[src/rtl/fifo_arb_pkg.sv]
// Shared types and default sizing for the FIFO write-port arbiter and
// any future scheduler that reuses its picker.
package fifo_arb_pkg;

  localparam int DEF_NUM_REQ   = 4;
  localparam int DEF_DATA_W    = 32;
  localparam int DEF_MAX_BURST = 16;

  typedef enum logic {
    ARB_IDLE  = 1'b0,
    ARB_BURST = 1'b1
  } arb_state_t;

  // Width of a beat counter able to hold 0..max_burst-1, never narrower than 1 bit.
  function automatic int cnt_width(input int max_burst);
    return (max_burst > 1) ? $clog2(max_burst) : 1;
  endfunction

endpackage

[src/rtl/fifo_wr_arbiter_if.sv]
// Producer-side bundle of the write arbiter: requests, burst flags and data
// in, FIFO write strobe and data out, plus grant status.
interface fifo_wr_arbiter_if import fifo_arb_pkg::*; #(
  parameter int NUM_REQ = DEF_NUM_REQ,
  parameter int DATA_W  = DEF_DATA_W
) ();

  localparam int OWN_W = $clog2(NUM_REQ);

  logic [NUM_REQ-1:0]             req;
  logic [NUM_REQ-1:0]             last;
  logic [NUM_REQ-1:0][DATA_W-1:0] wdata;
  logic                           f_full;
  logic [NUM_REQ-1:0]             gnt;
  logic [NUM_REQ-1:0]             accept;
  logic                           w_en;
  logic [DATA_W-1:0]              d_out;
  logic [OWN_W-1:0]               owner;
  logic                           busy;

  // Producers and the FIFO full flag drive this side.
  modport master (
    output req, last, wdata, f_full,
    input  gnt, accept, w_en, d_out, owner, busy
  );

  // The arbiter itself.
  modport slave (
    input  req, last, wdata, f_full,
    output gnt, accept, w_en, d_out, owner, busy
  );

endinterface

[src/rtl/fifo_wr_arbiter_rr_picker.sv]
// Rotating-priority selector: returns the first asserted request at or
// above rr_ptr, wrapping past the top index back to zero.
module rr_picker #(
  parameter  int NUM_REQ = 4,
  localparam int IDX_W   = $clog2(NUM_REQ)
) (
  input  logic [NUM_REQ-1:0] req,
  input  logic [IDX_W-1:0]   rr_ptr,
  output logic [IDX_W-1:0]   winner,
  output logic               found
);

  // Walk the offsets from farthest to nearest so the nearest requester wins.
  always_comb begin
    int idx;
    idx    = 0;
    winner = '0;
    found  = 1'b0;
    for (int off = NUM_REQ - 1; off >= 0; off--) begin
      idx = (int'(rr_ptr) + off) % NUM_REQ;
      if (req[IDX_W'(idx)]) begin
        winner = IDX_W'(idx);
        found  = 1'b1;
      end
    end
  end

endmodule

[src/rtl/fifo_wr_arbiter.sv]
// Round-robin arbiter sharing the FIFO write port among NUM_REQ producers.
// A winner holds the port for up to MAX_BURST beats or until its last beat;
// one idle cycle always separates consecutive bursts.
module fifo_wr_arbiter import fifo_arb_pkg::*; #(
  parameter int NUM_REQ   = DEF_NUM_REQ,
  parameter int DATA_W    = DEF_DATA_W,
  parameter int MAX_BURST = DEF_MAX_BURST
) (
  input  logic         w_clk,
  input  logic         wrst,
  fifo_wr_arbiter_if.slave bus
);

  localparam int OWN_W = $clog2(NUM_REQ);
  localparam int CNT_W = cnt_width(MAX_BURST);

  arb_state_t         state_q, state_d;
  logic [NUM_REQ-1:0] gnt_q, gnt_d;
  logic [OWN_W-1:0]   owner_q, owner_d;
  logic [OWN_W-1:0]   rr_ptr_q, rr_ptr_d;
  logic [CNT_W-1:0]   cnt_q, cnt_d;
  logic               busy_q, busy_d;

  logic [OWN_W-1:0]   winner;
  logic               found;
  logic [NUM_REQ-1:0] accept_c;
  logic               w_en_c;
  logic [DATA_W-1:0]  d_out_c;

  rr_picker #(
    .NUM_REQ (NUM_REQ)
  ) u_picker (
    .req    (bus.req),
    .rr_ptr (rr_ptr_q),
    .winner (winner),
    .found  (found)
  );

  // Beat acceptance and the write path follow the registered grant with no added latency.
  always_comb begin
    accept_c = gnt_q & bus.req & {NUM_REQ{~bus.f_full}};
    w_en_c   = |accept_c;
    d_out_c  = '0;
    if (state_q == ARB_BURST) begin
      d_out_c = bus.wdata[owner_q];
    end
  end

  // Next-state logic: grant on any request in IDLE, release on last beat or burst cap.
  always_comb begin
    state_d  = state_q;
    gnt_d    = gnt_q;
    owner_d  = owner_q;
    rr_ptr_d = rr_ptr_q;
    cnt_d    = cnt_q;
    case (state_q)
      ARB_IDLE: begin
        if (found) begin
          state_d        = ARB_BURST;
          gnt_d          = '0;
          gnt_d[winner]  = 1'b1;
          owner_d        = winner;
          cnt_d          = '0;
          if (winner == OWN_W'(NUM_REQ - 1)) begin
            rr_ptr_d = '0;
          end else begin
            rr_ptr_d = winner + 1'b1;
          end
        end
      end
      ARB_BURST: begin
        // A stalled beat (req low or FIFO full) leaves grant, count and last untouched.
        if (w_en_c) begin
          if (bus.last[owner_q] || (cnt_q == CNT_W'(MAX_BURST - 1))) begin
            state_d = ARB_IDLE;
            gnt_d   = '0;
            cnt_d   = '0;
          end else begin
            cnt_d = cnt_q + 1'b1;
          end
        end
      end
      default: begin
        state_d = ARB_IDLE;
        gnt_d   = '0;
        cnt_d   = '0;
      end
    endcase
    busy_d = (state_d == ARB_BURST);
  end

  // Arbiter state register; reset abandons any partial burst and restarts priority at 0.
  always_ff @(posedge w_clk) begin
    if (wrst) begin
      state_q  <= ARB_IDLE;
      gnt_q    <= '0;
      owner_q  <= '0;
      rr_ptr_q <= '0;
      cnt_q    <= '0;
      busy_q   <= 1'b0;
    end else begin
      state_q  <= state_d;
      gnt_q    <= gnt_d;
      owner_q  <= owner_d;
      rr_ptr_q <= rr_ptr_d;
      cnt_q    <= cnt_d;
      busy_q   <= busy_d;
    end
  end

  assign bus.gnt    = gnt_q;
  assign bus.accept = accept_c;
  assign bus.w_en   = w_en_c;
  assign bus.d_out  = d_out_c;
  assign bus.owner  = owner_q;
  assign bus.busy   = busy_q;

endmodule
[src/flat_wrapper.sv]
// flat-port wrapper written by rule: the top's interface ports become plain ports
module fifo_wr_arbiter_flat import fifo_arb_pkg::*;
#(
  parameter int NUM_REQ   = DEF_NUM_REQ,
  parameter int DATA_W    = DEF_DATA_W,
  parameter int MAX_BURST = DEF_MAX_BURST
)
  (w_clk, wrst, bus_req, bus_last, bus_wdata, bus_f_full, bus_gnt, bus_accept, bus_w_en, bus_d_out, bus_owner, bus_busy);
  fifo_wr_arbiter_if #(.NUM_REQ(NUM_REQ), .DATA_W(DATA_W)) bus_i ();
  input  logic w_clk;
  input  logic wrst;
  input wire logic [$bits(bus_i.req)-1:0] bus_req;
  input wire logic [$bits(bus_i.last)-1:0] bus_last;
  input wire logic [$bits(bus_i.wdata)-1:0] bus_wdata;
  input wire logic [$bits(bus_i.f_full)-1:0] bus_f_full;
  output wire logic [$bits(bus_i.gnt)-1:0] bus_gnt;
  output wire logic [$bits(bus_i.accept)-1:0] bus_accept;
  output wire logic [$bits(bus_i.w_en)-1:0] bus_w_en;
  output wire logic [$bits(bus_i.d_out)-1:0] bus_d_out;
  output wire logic [$bits(bus_i.owner)-1:0] bus_owner;
  output wire logic [$bits(bus_i.busy)-1:0] bus_busy;
  assign bus_i.req = bus_req;
  assign bus_i.last = bus_last;
  assign bus_i.wdata = bus_wdata;
  assign bus_i.f_full = bus_f_full;
  assign bus_gnt = bus_i.gnt;
  assign bus_accept = bus_i.accept;
  assign bus_w_en = bus_i.w_en;
  assign bus_d_out = bus_i.d_out;
  assign bus_owner = bus_i.owner;
  assign bus_busy = bus_i.busy;
  fifo_wr_arbiter #(.NUM_REQ(NUM_REQ), .DATA_W(DATA_W), .MAX_BURST(MAX_BURST)) u_core (.w_clk(w_clk), .wrst(wrst), .bus(bus_i));
endmodule
[config.mk]
export PLATFORM = sky130hd
export DESIGN_NAME = fifo_wr_arbiter_flat
export DESIGN_NICKNAME = d
export VERILOG_FILES = /design/src/rtl/fifo_arb_pkg.sv /design/src/rtl/fifo_wr_arbiter_if.sv /design/src/rtl/fifo_wr_arbiter_rr_picker.sv /design/src/rtl/fifo_wr_arbiter.sv /design/src/flat_wrapper.sv
export SDC_FILE = /design/constraint.sdc
export NUM_CORES = 1
export LEC_CHECK = 0
export CAP_MARGIN = 5
export CORE_AREA = 5 5 68 70
export DETAILED_ROUTE_END_ITERATION = 10
export DIE_AREA = 0 0 73 75
export DONT_BUFFER_PORTS = 1
export PLACE_DENSITY_LB_ADDON = 0.05
export SYNTH_ARGS = -nofsm -noshare
export SYNTH_HDL_FRONTEND = slang
export SYNTH_SLANG_ARGS = --single-unit
[constraint.sdc]
create_clock -name w_clk -period 6.65 [get_ports w_clk]
set_clock_uncertainty 0.15 [all_clocks]
set_input_delay 1.995 -clock w_clk [delete_from_list [all_inputs] [get_ports w_clk]]
set_output_delay 1.995 -clock w_clk [all_outputs]
set_load 0.01 [all_outputs]
Yosys cells after proc, flatten, opt, wreduce, memory -nomap -nowiden
Index checks and enable logic that the tools add are counted.
W data, S select, Z words.
{ "word_totals": {"latchBits": 0, "ramBits": 0, "reg_bits": 13, "n_memories": 0, "rom_bits": 0, "elab_cells": 72, "input_bits": 139} }
{ "op_classes": {"n_div": 0, "order_cmp": 7, "n_shift": 0, "bitwise_logic": 4, "n_eq_ne": 5, "n_mul": 0, "n_addsub": 5, "n_reduce_logical": 6, "muxes": 40} }
{ "op_table": {"columns": ["cell", "count"], "rows": [
  ["$bmux W32 S2", 1],
  ["$mux W32", 2],
  ["$mux W4", 6],
  ["$mux W1", 17],
  ["$lt A2 B4 Y1 const B", 4],
  ["$pmux W4 S2", 2],
  ["$bmux W1 S2", 5],
  ["$mux W2", 5],
  ["$and A4 B4 Y4", 2],
  ["$lt A2 B3 Y1 const B", 2],
  ["$add A2 B1 Y2 const B", 2],
  ["$add A2 B2 Y2 const B", 2],
  ["$add A4 B1 Y4 const B", 1],
  ["$eq A4 B4 Y1 const B", 1],
  ["$ne A2 B2 Y1 const B", 2],
  ["$reduce_and A2 Y1", 2],
  ["$reduce_or A4 Y1", 1],
  ["$reduce_and A3 Y1", 1],
  ["$demux W1 S2", 1],
  ["$eq A2 B2 Y1 const B", 1],
  ["$ge A2 B1 Y1 const B", 1],
  ["$ne A2 B1 Y1 const B", 1],
  ["$not A1 Y1", 2],
  ["$pmux W1 S2", 1],
  ["2 further kinds", 2]
]} }

Depth between registers and ports, before layout
Gate-level depths: netlist of the first run.
{ "depth": {"ltp_word": 14, "ltp_mapped": 8, "mapped_depth_nobuf": 8} }

By module
Synthesis of the first run repeated with hierarchy kept, for this count alone.
{ "hier_totals": {"cells_unflattened": 170, "hier_area_um2": 1725.4} }
{ "by_module_without_submodules": {"columns": ["mod", "area_per_inst_um2", "cells_per_inst", "n_inst"], "rows": [
  ["fifo_wr_arbiter", 1647.8, 157, 1],
  ["rr_picker", 77.6, 13, 1]
]} }

Least setup slack after synthesis of the first run
No wires, ideal clock.
{ "synth_timing": {"path_type": "input port to output port", "startpoint": "input port bus_wdata[96]", "endpoint": "output port bus_d_out[0]", "setup_slack_ns": 1.887, "arrival_time_ns": 2.618, "n_path_buf": 0, "stages": 2, "cell_sequence": "mux4_2 and2_1"} }
{ "synth_via": {"elab_chain_cells": 3} }
{ "synth_lines": {"columns": ["element", "line_no", "rtl"], "rows": [
  ["start, declared", "flat_wrapper.sv:14", "input wire logic [$bits(bus_i.wdata)-1:0] bus_wdata;"],
  ["$bmux W32 S2", "fifo_wr_arbiter.sv:45", "d_out_c = bus.wdata[owner_q];"],
  ["$mux W32 (implied by the code)", "fifo_wr_arbiter.sv:45", null],
  ["$mux W32", "fifo_wr_arbiter.sv:44", "if (state_q == ARB_BURST) begin"],
  ["end, declared", "flat_wrapper.sv:19", "output wire logic [$bits(bus_i.d_out)-1:0] bus_d_out;"]
]} }
Every way passes these cells. The select of a mux whose other input is x is not followed.

Final worst setup path of the first run
{ "layout_timing": {"startpoint": "input port bus_wdata[126]", "endpoint": "output port bus_d_out[30]"} }
The elaborated chain is that of the path after synthesis.

==> results of run 1 <==
==> power breakdown <==
group	switching, mW	internal [mW]	total [mW]
combinational	0.0530	0.0706	0.124
sequential	0.0263	0.0843	0.111
clock	0.0325	0.0425	0.0750
total	0.112	0.197	0.309
==> cell type report <==
cell class	count	area (um^2)	share of cell area [%]
Timing Repair Buffer	1	7.507	0.4167
Clock buffer	4	45.04	2.500
Tap cell	50	62.56	3.472
Antenna cell	2	5.005	0.2778
Sequential cell	13	261.5	14.51
Multi-Input combinational cell	141	1409	78.19
Inverter	3	11.26	0.6250
==> flip-flops by register name, summed over array words and instances, names as in the netlist <==
register          flops
u_core.bus.gnt        4
u_core.cnt_q          4
u_core.bus.owner      2
u_core.rr_ptr_q       2
u_core.state_q        1
==> per-layer routing <==
layer / track usage [%] / routed length (um)
met1: 23.03 / 2049
met4: 4.918 / 44
met5: 0 / 34
met3: 10.95 / 873
met2: 34.56 / 3091
==> kinds of logic (layout without fill, tap and decap cells) <==
family	count (synthesis)	in the layout
simple gates	72	72
other cells	0	2
compound gates	30	30
buf+inv	18	8
fa+ha+maj	5	5
flops	13	13
mux	34	34
==> synthesized netlist by cell type (2+ instances only) <==
library cell / n
mux4_2: 33
a21oi_1: 15
clkbuf_1: 9
nand2_1: 11
nor2_1: 10
o31ai_1: 2
a22oi_1: 2
ha_1: 5
dfxtp_1: 13
and2_1: 33
nor3_1: 3
buf_2: 5
nand3b_1: 2
nand2b_1: 3
inv_1: 3
o211ai_1: 5
nand3_1: 6
==> path summary, 6_finish.rpt <==
path                       start            endpoint  slack, ps
min           u_core.rr_ptr_q[0]  u_core.rr_ptr_q[0]        330
max               bus_wdata[126]       bus_d_out[30]       1840
max reg2reg  u_core.bus.owner[0]   u_core.bus.gnt[1]       4110
min reg2reg   u_core.rr_ptr_q[0]  u_core.rr_ptr_q[0]        330
==> run_results.csv, run 1 <==
group,metric,value,unit
setup_path,worst_path_largest_cell_delay,450,ps
cts,post_cts_buffers,0,
cts,post_cts_hold_buffer_count,0,
setup_path,critical_path.n_buffers_inverters,0,
finish,fin_cells,214,
floorplan,die_h,75,um
sta,worst_pin_slew,1129,ps
floorplan,core.rowCount,23,
sta,max_freq,208.0,MHz
yosys,xor_xnor_portion_of_the_synthesized_cell_area,0,%
status,outcome,"finished, final reports clean",
placement,pre_cts_slack,1836,ps
power,power,0.3092,mW
placement,numPortBuffers,0,
floorplan,die_w,73,um
finish,fin_area,1802,um^2
yosys,synthArstFlopShare,0,%
yosys,netlist_instances,172,
yosys,synth.top_cells.by_area,"mux4_2, dfxtp_1, and2_1",
yosys,synth-seq-cells,13,
detailed_routing,via_count,1423,
cts,tritoncts.num_buffers,3,
grt,grt_first_pass_wirelength,8.431,mm
cts,tritoncts_clock_tree,"yes",
sta,finalHoldViolCount,0,
placement,hpwl,5.260,mm
detailed_routing,postRouteWirelength,6.094,mm
placement,dpl_cell_area,1752,um^2
finish,layout.cells.most_common_list,"mux4_2, and2_1, a21oi_1",
setup_path,worstPathRequired,4510,ps
sta,final.setup.tns,0,ps
sta,setup_viol,0,
yosys,yosysTopAreaCell,"mux4_2",
power,power.density_cell_area,171.6,nW/um^2
detailed_routing,drt_pass1_iterations,5,
floorplan,die-area,5475,um^2
cts,tritoncts_num_sinks,13,
yosys,synth-compound-area-share,11.51,%
finish,nNetsFinal,307,
placement,placed_cells_incl_taps,208,
detailed_routing,route.detailed.vias_per_inst,6.650,
setup_path,cp_slowest_cell,"mux4_2",
setup_path,cp.depth,2,
grt,largest_net_degree_at_the_start_of_global_routing,39,
grt,grt_overflow,0,
finish,layout.core_utilization,46.04,%
detailed_routing,postRouteAntennaNets,0,
floorplan,floorplan.core_area,3914,um^2
yosys,synthDistinctLibCells,29,
yosys,synth_top_flop_cell,"dfxtp_1",
yosys,syn-mean-instance-area,10.18,um^2
setup_path,critical_path.top_delay_family,"multiplexers",
power,static-leakage-power,0.5508,nW
sta,setup_slack_of_the_critical_path_after_layout,1842,ps
power,vdd_drop_max,0.1262,mV
setup_path,critical_path.startpoint_type,"input port",
grt,grt_antenna_before_repair,5,
setup_path,critPathArrivalTime,2660,ps
sta,timing.final.crit_share,72.30,%
detailed_routing,drc_violation_count_after_routing,0,
cts,cts_root_buffer,"clkbuf_8",
yosys,proportion_of_synthesized_area_in_mux_cells,43.03,%
cts,cts.reportedPaths.clkPinSlew,60,ps
floorplan,ioPinCount,183,
placement,gp_routability_congestion,0.8374,
yosys,yosys.area_share.adder,3.574,%
setup_path,setup.worst_path.end_class,"output pin",
yosys,synth_top_cell_area_share,42.46,%
setup_path,criticalPathCategory,"input port to output pin",
cts,cts_repair_resize_count,0,
sta,drv_slew,0,
yosys,syn_area,1750,um^2
grt,grt_pass1_vias,1422,
worst_hold_path,worst_hold_path_type,"flop to flop",
setup_path,path_max_fanout,1,
yosys,number_of_synthesized_flops_with_an_enable_pin,0,
finish,area.growth.synth_to_final,2.931,%
setup_path,worst-r2r-cell-count,4,
yosys,synth_sequential_area_ratio,14.87,%
grt,grt.total_usage,20.55,%
setup_path,chain_of_cells_forming_the_critical_path,"mux4_2 -> and2_1",
yosys,warnings_from_yosys,0,
yosys,synthSimpleGateAreaFrac,22.37,%
finish,num-fill-cells,405,
finish,layout-drive-gt1-share,24.69,%
sta,whs,326.9,ps
worst_hold_path,hold-path-cell-count,2,
sta,timing.final.crit_period,4808,ps
yosys,synth_fp_nets,316,
sta,setup_repair_after_global_routing_missed_its_margin,"no",
yosys,synth_top_family_by_area,"multiplexers",
flow_run,drv_cap,0,
cts,deepest_level_of_the_cts_h_tree,1,
sta,max-slew-margin-rel,24.74,%
cts,clk_path_buf_depth,2,
cts,clk-insertion-delay-late,250,ps
floorplan,initial_core_util,44.73,%
detailed_routing,avgRoutedWirePerCell,28.48,um
detailed_routing,dr.first_iter.drc_count,43,
Note: power is estimated with default switching activity, not from simulation.
==> run 2: changes to the inputs <==
==> constraint.sdc (replaced) <==
create_clock -name w_clk -period 4 [get_ports w_clk]
set_clock_uncertainty 0.15 [all_clocks]
set_input_delay 1.2 -clock w_clk [delete_from_list [all_inputs] [get_ports w_clk]]
set_output_delay 1.2 -clock w_clk [all_outputs]
set_load 0.01 [all_outputs]
==> run 2 against run 1 <==
Net effect:
- first-iteration DRC count rose by 14%
- clock power grew 64%
- non-clock buffer count increased by 2
- worst setup slack got worse by 1200 ps
- critical path depth is 1 higher
- power up 66%
- wire length shrank 0.64%
==> run_results.csv, run 2 (same netlist as run 1, synthesis figures left out) <==
group,metric,value,unit
status,outcome,"finished, final reports clean",
cts,tritoncts_clock_tree,"yes",
power,vdd_drop_max,0.1611,mV
sta,setup_repair_after_global_routing_missed_its_margin,"no",
detailed_routing,routed-wl-met2,3.022,mm
cts,tritoncts_num_sinks,13,
floorplan,die_w,73,um
placement,gp_routability_congestion,0.8514,
detailed_routing,postRouteWirelength,6.055,mm
setup_path,r2r_slack,1920,ps
worst_hold_path,worst_hold_path_type,"flop to flop",
cts,cts_root_buffer,"clkbuf_8",
cts,clk-insertion-delay-late,250,ps
floorplan,die_h,75,um
power,power.density_cell_area,283.5,nW/um^2
placement,dpl_cell_area,1767,um^2
flow_run,drv_cap,0,
cts,tritoncts.num_buffers,3,
setup_path,critPathArrivalTime,1990,ps
detailed_routing,via_count,1494,
sta,setup_viol,0,
power,static-leakage-power,0.5614,nW
detailed_routing,met3_wirelength,823,um
sta,timing.final.crit_period,3341,ps
detailed_routing,detail_route.wirelength.met1,2.073,mm
floorplan,core.rowCount,23,
grt,grt_antenna_before_repair,4,
cts,post_cts_hold_buffer_count,0,
placement,numPortBuffers,0,
setup_path,cp_slowest_cell,"dfxtp_2",
detailed_routing,drc_violation_count_after_routing,0,
setup_path,setup.worst_path.end_class,"output pin",
setup_path,worst-r2r-cell-count,4,
placement,hpwl,5.226,mm
setup_path,cp-startpoint,"u_core.bus.owner[0]",
setup_path,criticalPathCategory,"flop to output pin",
cts,post_cts_buffers,0,
setup_path,worstPathRequired,2650,ps
detailed_routing,postRouteAntennaNets,0,
cts,cts.reportedPaths.clkPinSlew,60,ps
floorplan,ioPinCount,183,
grt,grt_first_pass_wirelength,8.362,mm
grt,grt.total_usage,20.54,%
floorplan,initial_core_util,44.73,%
worst_hold_path,worstHoldEndpoint,"u_core.rr_ptr_q[0]",
cts,clk_path_buf_depth,2,
floorplan,die-area,5475,um^2
finish,nNetsFinal,309,
detailed_routing,dr.first_iter.drc_count,49,
sta,final.setup.tns,0,ps
detailed_routing,avgRoutedWirePerCell,28.16,um
setup_path,path_max_fanout,16,
sta,worst_pin_slew,1024,ps
worst_hold_path,hold-path-cell-count,2,
setup_path,worst_path_largest_cell_delay,630,ps
grt,grt_overflow,0,
cts,deepest_level_of_the_cts_h_tree,1,
detailed_routing,drt_pass1_iterations,4,
sta,max-slew-margin-rel,31.65,%
sta,max_freq,299.3,MHz
setup_path,r2r-end,"u_core.cnt_q[2]",
grt,grt_pass1_vias,1401,
floorplan,floorplan.core_area,3914,um^2
grt,largest_net_degree_at_the_start_of_global_routing,39,
finish,layout.cells.most_common_list,"mux4_2, and2_1, a21oi_1",
finish,fin_area,1814,um^2
detailed_routing,route.detailed.vias_per_inst,6.949,
cts,cts_repair_resize_count,0,
worst_hold_path,timing.hold.worst.start,"u_core.rr_ptr_q[0]",
sta,finalHoldViolCount,0,
setup_path,r2r_start,"u_core.state_q",
finish,layout-drive-gt1-share,25.61,%
detailed_routing,highest_layer,"met5",
setup_path,chain_of_cells_forming_the_critical_path,"buf_4 -> mux4_2 -> and2_1",
finish,layout.core_utilization,46.36,%
sta,drv_slew,0,
setup_path,critical_path.startpoint_type,"flop",
sta,timing.final.crit_share,83.52,%
finish,area.growth.synth_to_final,3.645,%
[run 2: changes by cell type in the layout (fill, tap and decap cells not counted), sizes merged]
cell   before  now
buf         1    3
diode       2    1
[run 2: worst max path at each step]
| stage | to | slack (ps) | depth (start not counted) |
|---|---|---|---|
| 2_1_floorplan | bus_d_out[0] | 830 | 2 |
| 3_3_place_gp | bus_d_out[30] | 780 | 2 |
| 3_5_place_dp | bus_d_out[23] | 780 | 2 |
| 4_1_cts | bus_d_out[29] | 610 | 3 |
| 5_1_grt | bus_d_out[10] | 500 | 3 |
| 6_report | bus_d_out[29] | 660 | 3 |
[run 2: power by group]
part	switching (mW)	leakage (nW)	total (mW)	internal, mW
clock network	0.0523	0.0228	0.123	0.0705
logic	0.101	0.432	0.221	0.120
registers	0.0303	0.107	0.170	0.140
total	0.184	0.561	0.514	0.330
[run 2: metrics by stage]
step                std cells  worst slack [ps]  power, mW  hold WS, ps
CTS                       214             613.9     0.5211        327.6
finish                    215             659.2     0.5143        322.6
global route              215             498.6     0.5462        356.9
global placement          210             778.2     0.3941        303.0
floorplan                 172             827.2     0.3682        295.3
detailed placement        210             782.8     0.3975        318.5
[run 2: worst max-delay path, delay by kind of cell, from the launching register on]
kind          cells  cell delay, ps
flops             1             630
mux               1             540
buf+inv           1             360
simple gates      1             210
[run 2: final cells by class]
| cell class | count | area [um^2] |
|---|---|---|
| Tap cell | 50 | 62.56 |
| Sequential cell | 13 | 261.5 |
| Multi-Input combinational cell | 141 | 1409 |
| Antenna cell | 1 | 2.502 |
| Fill cell | 395 | 2100 |
| Timing Repair Buffer | 3 | 22.52 |
| Inverter | 3 | 11.26 |
| Clock buffer | 4 | 45.04 |
[run 2: layer usage]
metal	track usage [%]	vias up
met3	10.01	15
met2	33.17	100
li1	-	646
met4	5.738	6
met5	0	-
met1	24.45	727
==> patch 1 (flow settings as in run 2) <==
Set the package constant `DEF_MAX_BURST` to 32 (it was 16).
--- a/src/rtl/fifo_arb_pkg.sv
+++ b/src/rtl/fifo_arb_pkg.sv
@@ -5,5 +5,5 @@
   localparam int DEF_NUM_REQ   = 4;
   localparam int DEF_DATA_W    = 32;
-  localparam int DEF_MAX_BURST = 16;
+  localparam int DEF_MAX_BURST = 32;
 
   typedef enum logic {
Formal check against the unedited RTL: no difference found for any inputs over 10 cycles, from zero or initial values and one cycle with wrst high; that may be too few to reach the edited logic, so the function may still have changed.
==> patch 1 against run 2 <==
Sequential cell count grew 1. Area after synthesis grew 3.9%. Wire length up 0.97%. Hold slack improved by 0.00099 ns. Synthesized cell count grew 1.2%. Power rose by 7.4%. Design area increased by 4.5%. Setup slack better by 0.034 ns. Sequential power rose by 6%. Utilization is 2.1 points higher. Critical path depth is the same. Via count grew 2.3%. Largest cell class unchanged.
==> patch 1: results (changes against run 2) <==
* Status: finished, final reports clean
* Worst IR Drop VDD at 0.000206 V (+28%)
* Critical Path AT at 1.96 ns (-0.03 ns)
* Top cells by area, synth: mux4_2, dfxtp_1, and2_1, ha_1, nand3b_1
* Initial DRC count at 48 (-2.0%)
* Post-Synth Adder-Cell Area at 0.0413 (+0.00553)
* Clock-net power at 141 uW (+15%)
* Async set-reset flop share out of synthesis at 0 (unchanged)
* Largest net degree at the start of global routing at 37 (-5.1%)
* Final nets at 313 (+1.3%)
* Via density at 7.05 (+1.4%)
* Hold endpoint: u_core.cnt_q[4]$_SDFFE_PP0P_
* First-pass GRT wire length at 8380 um (+0.25%)
* Post-place setup slack at 0.773 ns (-0.00993 ns)
* H-tree Lvls at 1 (unchanged)
* ANT cells at 0 (-1)
* Layout cells sized above 1 at 0.281 (+0.0253)
* Routed Wire Length at 6110 um (+0.97%)
* # resized after CTS at 0 (unchanged)
* Setup TNS at 0 ns (unchanged)
* Psw at 191 uW (+3.9%)
* Most common library cells after synthesis: and2_1, mux4_2, dfxtp_1
* Crit-path max FO at 16 (unchanged)
* Netlist cell types at 38 (+31%)
* RePlAce Congestion at 0.804 (-5.6%)
* Initial antenna violation count at 1 (-3)
* Max reg flops at 5
* Port bufs at 0 (unchanged)
* Multiplexer area fraction after synthesis at 0.414 (-0.0163)
* P_seq at 180 uW (+6%)
* Global-route usage over all layers at 0.201 (-0.00481)
* Reg-to-reg endpoint: u_core.bus.gnt[1]$_SDFFE_PP0P_
* Reg-to-reg slack, setup at 1.58 ns (-0.34 ns)
* Syn Nets at 319 (+0.95%)
* Leak pwr at 0.000597 uW (+6.3%)
* R2R depth at 4 (unchanged)
* Number of fill cells at 394 (-0.25%)
* Synth Area in Compound Gates at 0.114 (-0.000914)
* DP HPWL at 5340 um (+2.1%)
* Number of global-route vias before repair at 1534 (+9.5%)
* Setup bufs post-CTS at 0 (unchanged)
* Hold Path Origin: u_core.cnt_q[4]$_SDFFE_PP0P_
* Pre-Repair DR Iteration Count at 4 (unchanged)
* Worst hold margin at 0.324 ns (+0.000986 ns)
* Sequential area share after synthesis at 0.154 (+0.00538)
* Rel. slew slack at 0.370 (+0.0536)
* Reg-to-reg startpoint: u_core.state_q$_SDFF_PP0_
-- patch 1: cell count changes in the layout (fill, tap and decap cells not counted), sizes merged, moves of 2 or more --
cell,change
o21ba,+2
nand2,-4
o21ai,+6
inv,+3
nor2,-3
a21oi,-8
nand3b,+3
o211ai,-2
-- patch 1: final cells by class --
type                    instances  share of cell area
clock buffers                   4              0.0290
inverters                       6              0.0119
multi-input cells             140               0.766
flip-flops and latches         14               0.149
well taps                      50              0.0330
repair buffers                  3              0.0119
-- patch 1: worst max-delay path: stages, from the launching register on --
cell and delay [ns]:
dfxtp_2 0.63, buf_4 0.34, mux4_2 0.52, and2_1 0.21
-- patch 1: worst max-delay path by stage --
stage / startpoint / to / slack (ns) / cells after the start
global route: u_core.bus.owner[0]$_SDFFE_PP0P_ / bus_d_out[15] / 0.52 / 3
detailed placement: bus_wdata[127] / bus_d_out[31] / 0.77 / 2
floorplan: bus_wdata[96] / bus_d_out[0] / 0.83 / 2
global placement: bus_wdata[127] / bus_d_out[31] / 0.78 / 2
finish: u_core.bus.owner[0]$_SDFFE_PP0P_ / bus_d_out[15] / 0.69 / 3
CTS: u_core.bus.owner[0]$_SDFFE_PP0P_ / bus_d_out[15] / 0.64 / 3
-- patch 1: per-layer routing --
layer | GRT usage | vias up | share of wire
met5 | 0 | - | 0.0018
met4 | 0.0225 | 2 | 0.0054
met3 | 0.0841 | 8 | 0.13
met2 | 0.353 | 97 | 0.54
met1 | 0.237 | 762 | 0.33
li1 | - | 660 | -
-- patch 1: stage by stage --
step	power (uW)	std cells	cell area, um2
5_1_grt	589	217	1900
3_3_place_gp	415	213	1840
4_1_cts	558	217	1900
3_5_place_dp	419	213	1840
2_1_floorplan	387	174	1820
6_report	552	217	1900
==> patch 2 (flow settings as in run 2) <==
Without the edit above. Reset style: asynchronous (`wrst`), changed in one clocked block.
--- a/src/rtl/fifo_wr_arbiter.sv
+++ b/src/rtl/fifo_wr_arbiter.sv
@@ -91,5 +91,5 @@
 
   // Arbiter state register; reset abandons any partial burst and restarts priority at 0.
-  always_ff @(posedge w_clk) begin
+  always_ff @(posedge w_clk or posedge wrst) begin
     if (wrst) begin
       state_q  <= ARB_IDLE;
Function: differs if wrst is asserted again (counterexample within 4 cycles, from zero or initial values and one cycle with wrst high); with wrst held inactive, the same outputs for 10 cycles.
==> patch 2 against run 2 <==
Area after synthesis up 1.3%. Highest routed layer is now met4. Maximum frequency grew 2.0%. Setup slack better by 0.067 ns. Wire length decreased by 1.0%. Sequential cell count stayed put. Design area is 2.1% higher. Largest cell class unchanged.
Power is not compared: it rests on default switching activity, and its combinational part moved more than twofold at a synthesized area within 25%.
==> patch 2: results (changes against run 2) <==
* Crit-path max FO at 23 (+7)
* Post-Layout Cell Count at 200 (-7.0%)
* Initial antenna violation count at 0 (-4)
* Number of global-route vias before repair at 1427 (+1.9%)
* Top cells by area, synth: mux4_2, dfrtp_1, and2_1, ha_1, mux2_2
* Final nets at 295 (-4.5%)
* Routed WL per cell at 30.0 um (+6.4%)
* Layout cells sized above 1 at 0.313 (+0.0572)
* Critical Path AT at 1.92 ns (-0.07 ns)
* DP HPWL at 5200 um (-0.42%)
* Initial DRC count at 52 (+6.1%)
* Final setup vio count at 0 (unchanged)
* Number of fill cells at 360 (-8.9%)
* Sequential area share after synthesis at 0.183 (+0.0348)
* RePlAce Congestion at 0.753 (-12%)
* Netlist cell types at 32 (+10%)
* Pre-Repair DR Iteration Count at 4 (unchanged)
* DP Area at 1810 um2 (+2.3%)
* Slew of the pin with the lowest slew margin at 0.949 ns (-0.0746 ns)
* Slowest cell delay on critical path at 0.70 ns (+0.07 ns)
* Status: finished, final reports clean
* Port bufs at 0 (unchanged)
* Dpl cells at 196 (-6.7%)
* # hold bufs at CTS at 0 (unchanged)
* Synth warn at 0 (unchanged)
* Syn Inst Count at 156 (-9.3%)
* ANT cells at 0 (-1)
* Most common library cells after synthesis: and2_1, mux4_2, dfrtp_1
* CP max-delay cell: dfrtp_1
* Synth Flop Type: dfrtp_1
* Largest net degree at the start of global routing at 38 (-2.6%)
* Async set-reset flop share out of synthesis at 1.00 (+1.00)
* Worst IR Drop VDD at 0.000303 V
* Global-route usage over all layers at 0.197 (-0.00873)
* Via density at 6.85 (-1.4%)
* Setup bufs post-CTS at 0 (unchanged)
* First-pass GRT wire length at 8100 um (-3.1%)
* TritonCTS buffer count at 3 (unchanged)
==> patch 2: final cells by class <==
| class | count | area (um2) | share of cell area |
|---|---|---|---|
| clock buffer | 4 | 45.0 | 0.0243 |
| inverter | 7 | 26.3 | 0.0142 |
| multi-input combinational | 123 | 1360 | 0.733 |
| sequential | 13 | 327 | 0.176 |
| tap | 50 | 62.6 | 0.0338 |
| timing repair buffer | 3 | 35.0 | 0.0189 |
==> patch 2: logic make-up after synthesis <==
family / share of synthesized area
fa+ha+maj: 0.0353
buf+inv: 0.0508
simple gates: 0.182
mux: 0.446
flops: 0.183
compound gates: 0.102
==> patch 2: routing by layer <==
| metal | vias to the layer above | global-route usage | part of all wire |
|---|---|---|---|
| li1 | 591 | - | - |
| met1 | 685 | 0.232 | 0.34 |
| met2 | 86 | 0.364 | 0.57 |
| met3 | 8 | 0.0401 | 0.075 |
| met4 | 0 | 0.0492 | 0.010 |
| met5 | - | 0 | 0 |
==> patch 2: final timing paths <==
check	start	to	slack (ns)	depth (start not counted)
worst max-delay path	u_core.bus.owner[1]$_DFFE_PP0P_	bus_d_out[8]	0.73	3
worst min-delay path	u_core.cnt_q[3]$_DFFE_PP0P_	u_core.cnt_q[3]$_DFFE_PP0P_	0.35	1
worst max register to register	u_core.state_q$_DFF_PP0_	u_core.cnt_q[0]$_DFFE_PP0P_	1.70	3
worst min register to register	u_core.cnt_q[3]$_DFFE_PP0P_	u_core.cnt_q[3]$_DFFE_PP0P_	0.35	1
max in group asynchronous	wrst	u_core.bus.owner[0]$_DFFE_PP0P_	2.60	1
min in group asynchronous	wrst	u_core.cnt_q[1]$_DFFE_PP0P_	0.72	1
==> patch 2: metrics by stage <==
step | setup slack (ns) | util
CTS | 0.696 | 0.473
floorplan | 0.827 | -
global placement | 0.784 | 0.462
global route | 0.598 | 0.473
detailed placement | 0.787 | 0.462
finish | 0.726 | 0.473
==> patch 2: power breakdown <==
group / internal (uW) / switching, uW / leakage (uW) / total [uW]
clock: 70.5 / 50.2 / 0.0000228 / 121
combinational: 520 / 441 / 0.000505 / 961
sequential: 177 / 125 / 0.000163 / 302
==> patch 2: worst register-to-register path, delay by kind of cell (launching register included) <==
family,cells,cell delay (ns)
flip-flops,1,0.96
AND/OR/NAND/NOR,1,0.36
AO/OA/AOI/OAI,1,0.35
multiplexers,1,0.37
